<file path="src/rtl/lz_normalizer.sv">
// Iterative leading-zero normalizer: byte-wise left shifts in SCAN, then a final 0..7 bit
// fix-up shift, producing a normalized significand, adjusted exponent and shift count.
module lz_normalizer (
  input  logic        clk,
  input  logic        rst_n,
  input  logic        in_valid,
  output logic        in_ready,
  input  logic [63:0] fi,
  input  logic [12:0] ei,
  input  logic        db,
  output logic        out_valid,
  input  logic        out_ready,
  output logic [63:0] fo,
  output logic [12:0] eo,
  output logic [5:0]  lz,
  output logic        zero
);

  typedef enum logic [1:0] {StIdle, StScan, StDone} state_e;

  state_e      state_q, state_d;
  logic [63:0] work_q, work_d;
  logic [12:0] ei_q, ei_d;
  logic [12:0] eo_q, eo_d;
  logic [5:0]  lz_q, lz_d;
  logic        zero_q, zero_d;

  logic [63:0] fi_masked;
  logic [2:0]  p;
  logic [5:0]  lz_fin;

  // Single precision only carries significant bits in fi[63:40].
  assign fi_masked = db ? fi : {fi[63:40], 40'h0};

  // Distance from bit 63 to the leading one in the top byte; the highest set bit wins.
  always_comb begin
    p = 3'd0;
    for (int i = 0; i < 8; i++) begin
      if (work_q[56+i]) p = 3'(7 - i);
    end
  end

  assign lz_fin = lz_q + {3'b000, p};

  always_comb begin
    state_d = state_q;
    work_d  = work_q;
    ei_d    = ei_q;
    eo_d    = eo_q;
    lz_d    = lz_q;
    zero_d  = zero_q;
    unique case (state_q)
      StIdle: begin
        if (in_valid) begin
          work_d  = fi_masked;
          ei_d    = ei;
          zero_d  = (fi_masked == 64'h0);
          lz_d    = 6'd0;
          state_d = StScan;
        end
      end
      StScan: begin
        if (zero_q) begin
          work_d  = 64'h0;
          lz_d    = 6'd0;
          eo_d    = ei_q;
          state_d = StDone;
        end else if (work_q[63:56] == 8'h00) begin
          // Nonzero operand guarantees at most seven of these before the fix-up.
          work_d = {work_q[55:0], 8'h00};
          lz_d   = lz_q + 6'd8;
        end else begin
          work_d  = work_q << p;
          lz_d    = lz_fin;
          eo_d    = ei_q - {7'b0, lz_fin};
          state_d = StDone;
        end
      end
      StDone: begin
        if (out_ready) state_d = StIdle;
      end
      default: state_d = StIdle;
    endcase
  end

  always_ff @(posedge clk or negedge rst_n) begin
    if (!rst_n) begin
      state_q <= StIdle;
      work_q  <= 64'h0;
      ei_q    <= 13'h0;
      eo_q    <= 13'h0;
      lz_q    <= 6'd0;
      zero_q  <= 1'b0;
    end else begin
      state_q <= state_d;
      work_q  <= work_d;
      ei_q    <= ei_d;
      eo_q    <= eo_d;
      lz_q    <= lz_d;
      zero_q  <= zero_d;
    end
  end

  assign in_ready  = (state_q == StIdle);
  assign out_valid = (state_q == StDone);
  assign fo        = work_q;
  assign eo        = eo_q;
  assign lz        = lz_q;
  assign zero      = zero_q;

endmodule

</file>
<file path="config.mk">
export PLATFORM = sky130hd
export DESIGN_NAME = lz_normalizer
export DESIGN_NICKNAME = d
export VERILOG_FILES = /design/src/rtl/lz_normalizer.sv
export SDC_FILE = /design/constraint.sdc
export NUM_CORES = 1
export LEC_CHECK = 0
export BUFFER_PORTS_ARGS = -buffer_cell sky130_fd_sc_hd__buf_4
export CORE_MARGIN = 4
export CORE_UTILIZATION = 38
export DETAILED_ROUTE_END_ITERATION = 16
export HOLD_SLACK_MARGIN = 0.03
export PLACE_DENSITY = 0.7
export SYNTH_ARGS = -nofsm -noshare
export SYNTH_HDL_FRONTEND = slang
export SYNTH_SLANG_ARGS = --single-unit
</file>
<file path="constraint.sdc">
create_clock -name clk -period 4.6 [get_ports clk]
set_input_delay 0.92 -clock clk [delete_from_list [all_inputs] [get_ports clk]]
set_output_delay 0.92 -clock clk [all_outputs]
set_load 0.01 [all_outputs]
</file>
==> results by group <==
Synth
  • Post-synth top area share: 0.326
  • Syn Inst Count: 971
  • Synth Warn #: 0
  • Syn avg cell area: 7.82 µm²
  • Synth cell types: 62
  • Synth async-reset ratio: 1.00
  • Syn Nets: 1065
  • EDFF count, synth: 0
  • Synthesized flop and latch total: 99
  • Synth area leader: dfrtp_1
  • Synth top area cells: dfrtp_1, nand2_1, mux2i_1
  • Primary FF master, synth: dfrtp_1
  • Seq/Total Area, Yosys: 0.326
  • Mapped Area: 0.00759 mm²

STA
  • Slew Limit Fails: 0
  • Worst Tran Pin Value: 1.01 ns
  • Max-slew headroom: 0.324
  • Final Worst Setup Slack: 0.564 ns
  • Worst Skew: 0.0111 ns
  • Setup violations, final: 0
  • Crit share post-route: 0.877
  • Setup TNS: 0 ns
  • Hold Violations, Final: 0
  • Minimum clock period: 4.04 ns
  • Max frequency: 0.248 GHz
  • RSZ-0062 raised after global routing: no

Route
  • Routed vias: 8580
  • DR iter-0 viols: 1224
  • Final WL: 30000 µm
  • Drt first pass iters: 6
  • Via density: 6.29
  • DR WL/cell: 22.0 µm
  • Post-route antenna net violation count: 0
  • Drc violations: 0

Worst setup path
  • Crit path kind: register to register
  • Worst endpoint required time: 4.84 ns
  • Startpoint Class: register
  • CP max FO: 12
  • CP endpoint kind: register
  • CP Data Arrival Time: 4.27 ns

Clock tree
  • Post-CTS Resized: 0
  • Max Buffers Root-to-Sink: 2
  • Clk_lat worst skew: 0.37 ns
  • Num CTS Buffers: 9
  • Root Buffer: clkbuf_16
  • H-tree lvl count: 3
  • Post-CTS Setup Bufs: 0
  • CTS tree: done
  • Clock slew at reported path FFs: 0.08 ns
  • Clock sink count: 99
  • Cts hold-fix bufs: 0

Pwr
  • Static Leak: 0.00399 µW
  • Pwr Density: 783 mW/mm²
  • Max VDD drop: 0.449 mV

Floorplanning
  • Starting Density: 0.389
  • Num rows: 51
  • Die H: 149 µm
  • Die area: 0.0223 mm²
  • Die W: 149 µm
  • Core Area: 0.0195 mm²
  • Ports: 168

Global route
  • First-pass GRT wire length: 46400 µm
  • Vias in the first global route: 8207
  • All-Layer GR Usage: 0.261
  • Initial antenna violation count: 0
  • GR Overflow Total: 0
  • Largest net degree at the start of global routing: 57

Cells and area
  • Register Area: 0.00248 mm²
  • N_diodes: 0
  • Multi-input logic area: 0.00472 mm²
  • Commonest non-fill, non-tap cell in the layout: buf_4
  • Synth-to-layout area growth: 22.6%
  • Net count, final: 1187
  • Most frequent cells in the layout: buf_4, nand2_1, dfrtp_1
  • Share of cells above drive strength 1: 0.218
  • Layout fillers: 1965
  • Final Non-Filler Cells: 1363

Place
  • Place WS: 0.670 ns
  • Gpl congestion: 0.914
  • Dpl cells: 1347
  • DP HPWL: 21000 µm
  • Port buffer count: 167

Outcome
  • Outcome: complete, no violations

Run
  • Max Cap Viol: 0

Worst hold path
  • Hold Path Class: register to register
## final timing paths
path	from	end	slack [ns]	depth (start not counted)
hold / removal	eo[3]$_DFFE_PN0P_	eo[3]$_DFFE_PN0P_	0.48	2
min in group asynchronous	rst_n	fo[0]$_DFFE_PN0P_	0.54	1
setup reg to reg	fo[60]$_DFFE_PN0P_	eo[9]$_DFFE_PN0P_	0.56	15
max in group asynchronous	rst_n	fo[56]$_DFFE_PN0P_	3.12	2
hold reg to reg	eo[3]$_DFFE_PN0P_	eo[3]$_DFFE_PN0P_	0.48	2
setup / recovery	fo[60]$_DFFE_PN0P_	eo[9]$_DFFE_PN0P_	0.56	15
## critical path, stage by stage (launching register included)
cell and delay [ns]:
dfrtp_1 0.64, nor2_1 0.15, a2111oi_4 0.54, nor2_4 0.16, inv_2 0.09, ha_1 0.18
fa_1 0.46, inv_1 0.09, ha_1 0.22, nor2b_1 0.13, o21a_1 0.19, o21ai_0 0.34
a221oi_1 0.19, nor4_1 0.27, xnor2_1 0.15, o21ai_0 0.09
## cell type report
type	instances	share of cell area
Multi-Input combinational cell	776	0.508
Sequential cell	99	0.266
Timing Repair Buffer	189	0.152
Tap cell	265	0.0356
Clock buffer	9	0.0242
Inverter	18	0.00726
Clock inverter	7	0.00659
## registers in the layout, summed over array words and instances, names as in the netlist
| signal | count |
|---|---|
| zero | 1 |
| state_q | 2 |
| eo | 13 |
| ei_q | 13 |
| lz | 6 |
| fo | 64 |
## cell families after synthesis
kind of cell             after synthesis  share of synthesized area
AO/OA/AOI/OAI                        337                      0.295
XOR/XNOR                              13                     0.0150
adder cells (fa/ha/maj)               12                     0.0218
buffers and inverters                 96                     0.0541
flip-flops                            99                      0.326
multiplexers                          57                     0.0762
AND/OR/NAND/NOR                      357                      0.211
## power by group
part | switching (µW) | internal [µW]
sequential | 762 | 1270
combinational | 2660 | 1820
clock | 391 | 378
total | 3820 | 3470
## layer usage
layer | track usage | share of wire | wire (µm)
met1 | 0.376 | 0.43 | 12900
met4 | 0.0824 | 0.025 | 741
met2 | 0.396 | 0.45 | 13400
met5 | 0 | 0 | 0
met3 | 0.0492 | 0.099 | 2960
## stage by stage
stage                     power (µW)  instance area, µm²  utilization  hold WS (ns)
after global routing            7770                9310        0.477         0.528
after global placement          6370                9020        0.462         0.469
after CTS                       7190                9310        0.477         0.490
final                           7280                9310        0.477         0.482
after detailed placement        6410                9020        0.462         0.473
after floorplan                 4790                7590            -         0.467
## cells in the mapped netlist (all sizes together) (8+ instances only)
cell type	count
a221o	10
nand3	39
a21oi	91
nor2	89
dfrtp	99
nor4	20
a211oi	8
o22ai	35
nor2b	10
nand2	148
a22oi	21
o221ai	30
ha	10
inv	18
a2111oi	14
nor3	16
xnor2	11
o221a	8
o21ai	74
mux2i	51
clkbuf	61
and3	15
buf	17
(Power assumes the default switching activity.)
